**config.mk**
```make
export PLATFORM = sky130hd
export DESIGN_NAME = sync_arith_unit_pipe
export DESIGN_NICKNAME = d
export VERILOG_FILES = /design/src/rtl/sync_arith_unit_pipe.sv
export SDC_FILE = /design/constraint.sdc
export NUM_CORES = 1
export LEC_CHECK = 0
export ABC_AREA = 1
export CORE_MARGIN = 2
export CORE_UTILIZATION = 55
export CTS_CLUSTER_SIZE = 20
export DETAILED_ROUTE_END_ITERATION = 10
export GPL_ROUTABILITY_DRIVEN = 0
export GPL_TIMING_DRIVEN = 0
export PLACE_DENSITY = 0.82
export SKIP_CTS_REPAIR_TIMING = 1
export SLEW_MARGIN = 25
export SYNTH_ARGS = -nofsm -noshare
export SYNTH_HDL_FRONTEND = slang
export SYNTH_SLANG_ARGS = --single-unit
```
**constraint.sdc**
```tcl
create_clock -name i_clk -period 2.35 [get_ports i_clk]
set_input_delay 0.3525 -clock i_clk [delete_from_list [all_inputs] [get_ports i_clk]]
set_output_delay 0.3525 -clock i_clk [all_outputs]
set_load 0.05 [all_outputs]
```
**src/rtl/sync_arith_unit_pipe.sv**
```systemverilog
// sync_arith_unit_pipe: M-bit 2-stage valid/ready arithmetic unit.
// SUB(A-2B), signed COMP, SUM with bit clear, two's complement -> sign-magnitude.
module sync_arith_unit_pipe #(
  parameter int M = 8
) (
  input  logic         i_clk,
  input  logic         i_reset,
  input  logic         i_valid,
  output logic         o_ready,
  input  logic [1:0]   i_op,
  input  logic [M-1:0] i_arg_A,
  input  logic [M-1:0] i_arg_B,
  output logic         o_valid,
  input  logic         i_ready,
  output logic [M-1:0] o_result,
  output logic [3:0]   o_status
);

  typedef enum logic [1:0] {
    OP_SUB  = 2'b00,
    OP_COMP = 2'b01,
    OP_SUM  = 2'b10,
    OP_CONV = 2'b11
  } op_e;

  typedef struct packed {
    logic         vld;
    op_e          op;
    logic [M-1:0] a;
    logic [M-1:0] b;
  } s1_t;

  localparam logic [M-1:0] ONE     = {{(M-1){1'b0}}, 1'b1};
  localparam logic [M-1:0] MIN_NEG = {1'b1, {(M-1){1'b0}}};

  s1_t          s1;
  logic         s2_adv;
  logic         s1_adv;
  logic         accept;
  logic [M-1:0] sub_b2;
  logic [M+1:0] sub_d;
  logic [M:0]   sum_s;
  logic [M-2:0] neg_lo;
  logic [M-1:0] res;
  logic         carry;
  logic         ovf;

  assign s2_adv  = !o_valid || i_ready;
  assign s1_adv  = s2_adv || !s1.vld;
  assign o_ready = !s1.vld || s2_adv;
  assign accept  = i_valid && o_ready;

  // A-2B kept in M+2 bits so overflow is a sign-extension check
  assign sub_b2 = {s1.b[M-2:0], 1'b0};
  assign sub_d  = {{2{s1.a[M-1]}}, s1.a}
                - {s1.b[M-1], s1.b, 1'b0};
  assign sum_s  = {1'b0, s1.a} + {1'b0, s1.b};
  assign neg_lo = '0 - s1.a[M-2:0];

  always_comb begin
    res   = '0;
    carry = 1'b0;
    ovf   = 1'b0;
    unique case (s1.op)
      OP_SUB: begin
        res   = sub_d[M-1:0];
        carry = s1.a < sub_b2;
        ovf   = (sub_d[M+1:M-1] != '0)
             && (sub_d[M+1:M-1] != '1);
      end
      OP_COMP: begin
        res = {{(M-1){1'b0}},
               $signed(s1.a) < $signed(s1.b)};
      end
      OP_SUM: begin
        // shift by B >= M yields an all-zero mask
        res   = sum_s[M-1:0] & ~(ONE << s1.b);
        carry = sum_s[M];
        ovf   = (s1.a[M-1] == s1.b[M-1])
             && (sum_s[M-1] != s1.a[M-1]);
      end
      OP_CONV: begin
        res = s1.a[M-1] ? {1'b1, neg_lo} : s1.a;
        ovf = s1.a == MIN_NEG;
      end
      default: ;
    endcase
  end

  always_ff @(posedge i_clk or posedge i_reset) begin
    if (i_reset) begin
      s1       <= '0;
      o_valid  <= 1'b0;
      o_result <= '0;
      o_status <= '0;
    end else begin
      if (s1_adv) begin
        s1.vld <= accept;
        if (accept) begin
          s1.op <= op_e'(i_op);
          s1.a  <= i_arg_A;
          s1.b  <= i_arg_B;
        end
      end
      if (s2_adv) begin
        o_valid <= s1.vld;
        if (s1.vld) begin
          o_result <= res;
          o_status <= {carry, ovf, res[M-1], res == '0};
        end
      end
    end
  end

endmodule

```
==> results.py <==
metrics = {
    "floorplan": {
        "die_h_um": 72.61,
        "initial_core_util_pct": 58.25,
        "die_area_mm2": 0.005271,
        "die_w_um": 72.61,
        "core_area_mm2": 0.004444,
        "io_pins": 36,
        "num_rows": 24,
    },
    "route": {
        "routed_wl_um": 6703,
        "drtIter0Drc": 230,
        "wl_per_cell_um": 14.45,
        "drt_pass1_iterations": 5,
        "remaining_drc_errors": 0,
        "avgViaCountPerCell": 5.571,
        "vias": 2585,
        "drtAntennaViolNets": 0,
    },
    "timing": {
        "finalClockSkew_ns": 0.007911,
        "relSlewSlack_pct": 56.50,
        "tightest_slew_ns": 0.6516,
        "finalSetupTns_ns": 0,
        "final-setup-viol-count": 0,
        "min_period_ns": 2.158,
        "post-route-period-util_pct": 91.85,
        "slew_viol_final": 0,
        "rsz0062_at_grt": "no",
        "fmax_ghz": 0.4633,
        "hold_slack_ns": 0.4766,
        "hold_viol": 0,
    },
    "setup_path": {
        "reg2reg_from": "s1[9]",
        "crit_chain": "inv_1 -> ha_1 -> fa_1 -> inv_1 -> nand2_2 -> nand3_2 -> nand2_2 -> nand3_1 -> nand2_1 -> inv_2 -> nand2_1 -> nor2_1 -> nand4_1 -> nand2_1",
        "critPathSlowestCell": "fa_1",
        "critical_path.most_common_cell": "nand2_1",
        "cp-start-kind": "flop",
        "worstSetupPathType": "flop to flop",
        "cp_num_buf_inv": 3,
        "cp.arrival_ns": 2.39,
        "crit_path_max_fanout": 6,
        "cp-startpoint": "s1[9]",
        "critPathRequiredTime_ns": 2.58,
        "cp_top_family": "simple AND/OR/NAND/NOR gates",
        "cp-end-kind": "flop",
        "slowest_delay_ns": 0.45,
    },
    "power": {
        "p_total_mw": 2.805,
        "peakVddDrop_mv": 0.5710,
        "p_leak_nw": 1.571,
        "power.density_mw_per_mm2": 906.9,
    },
    "run_status": {
        "status": "finished clean",
    },
    "global_route": {
        "grt_pass1_vias": 2390,
        "grt_max_degree": 32,
        "overflow": 0,
        "grt_pass1_wl_um": 11180,
        "grt_antenna_before_repair": 0,
        "track_usage_pct": 27.73,
    },
    "clock_network": {
        "clock_latency_ns": 0.29,
        "cts_root_buf": "clkbuf_8",
        "clock_path_buffers": 2,
        "clkTransAtPathRegs_ns": 0.07,
        "htreeDepth": 2,
        "tritoncts": "built",
        "cts_sinks": 31,
        "numCtsBuffers": 5,
    },
    "run": {
        "cap_violations": 0,
    },
    "logic_synthesis": {
        "synth.most_common_cell": "nand2_1",
        "ys_types": 30,
        "syn_area_mm2": 0.002589,
        "async_flop_share_pct": 100.0,
        "yosys_register_bits": 31,
        "syn_area_per_cell_um2": 6.997,
        "ys_top_cells_by_area": "dfrtp_1, nand2_1, ha_1",
        "synth_edf_count": 0,
        "syn_inst": 370,
        "yosysTopAreaCell": "dfrtp_1",
        "yosys.area.top_type_share_pct": 29.97,
        "synthFlopType": "dfrtp_1",
        "syn-num-nets": 418,
        "yosysWarnings": 0,
        "synth.top_cells.by_count": "nand2_1, nor2_1, inv_1, nand3_1, dfrtp_1",
        "ys_seq_area_share_pct": 29.97,
    },
    "layout": {
        "n_antenna_cell": 0,
        "fin_area_mm2": 0.003093,
        "final_net_count": 460,
        "post-route-util_pct": 69.59,
        "drive_gt1_share_pct": 11.89,
        "syn_to_final_growth_pct": 19.48,
    },
    "placement": {
        "port_buffers": 35,
        "place_area_mm2": 0.003004,
        "dp_hpwl_um": 5324,
    },
    "min_path": {
        "hold_class": "primary input to async pin",
    },
}
## flip-flops by register name, summed over array words and instances (netlist names)
register and flops:
s1 19, o_status 4, o_result 7, o_valid 1
## report_power, final
group	switching [mW]	internal, mW
Clock	0.197	0.229
Combinational	1.03	0.565
Sequential	0.124	0.655
## layer usage
| layer | part of all wire (%) | track usage (%) |
|---|---|---|
| met5 | 0 | 0 |
| met4 | 1.3 | 7.819 |
| met3 | 8.1 | 7.044 |
| met2 | 48 | 45.45 |
| met1 | 43 | 36.43 |
## cell usage in the layout (no fill, tap or decap), types with 2 or more instances in the layout
| master | synthesis | routed |
|---|---|---|
| nand2_1 | 87 | 87 |
| nor2_1 | 50 | 50 |
| inv_1 | 39 | 38 |
| nand3_1 | 35 | 35 |
| clkdlybuf4s50_1 | 0 | 35 |
| dfrtp_1 | 31 | 30 |
| a21oi_1 | 27 | 27 |
| ha_1 | 24 | 24 |
| inv_2 | 8 | 9 |
| nand4_1 | 8 | 8 |
| clkbuf_8 | 1 | 7 |
| a21oi_2 | 6 | 6 |
| nor2_2 | 6 | 6 |
| a31oi_1 | 6 | 6 |
| nand2_2 | 6 | 6 |
| nor3_1 | 5 | 5 |
| o21ai_0 | 4 | 4 |
| nor3_2 | 3 | 3 |
| buf_2 | 3 | 3 |
| nand3b_1 | 3 | 3 |
| o21ai_1 | 3 | 3 |
| mux2_2 | 3 | 3 |
| xor2_1 | 2 | 2 |
| buf_4 | 2 | 2 |
| fa_1 | 2 | 2 |
## path summary, 6_finish.rpt
| path | endpoint | slack (ns) | cells past startpoint |
|---|---|---|---|
| setup / recovery | o_status[0] | 0.19 | 14 |
| hold / removal | s1[14] | 0.48 | 2 |
| setup reg to reg | o_status[0] | 0.19 | 14 |
| hold reg to reg | o_result[0] | 0.48 | 2 |
| max in group asynchronous | s1[9] | 1.41 | 2 |
| min in group i_clk | o_result[0] | 0.48 | 2 |
## stage by stage
step / instances / setup WS (ns)
floorplan: 370 / 0.2517
global placement: 457 / 0.2016
detailed placement: 457 / 0.1839
CTS: 464 / 0.1639
global route: 464 / 0.001912
finish: 464 / 0.1916
## area by class of cell
type                       instances  area [µm²]
buffer                             7       47.55
clock buffer                       6       82.58
multi-input combinational        285        1589
inverter                          47       176.4
fill                             391        1351
clock inverter                     1       5.005
tap                               52       65.06
timing repair buffer              35       350.3
sequential                        31       777.0
## cells by family (layout without fill, tap and decap cells)
kind of cell | Yosys count | in the layout | synth area share, %
xor gates and xnor gates | 3 | 3 | 1.015
and+or+nand+nor | 206 | 206 | 35.57
AOI/OAI and AO/OA | 47 | 47 | 10.34
muxes | 3 | 3 | 1.305
adders and majority gates | 26 | 26 | 13.15
buffers and inverters | 54 | 96 | 8.651
DFF | 31 | 31 | 29.97
Note: power is estimated with default switching activity, not from simulation.
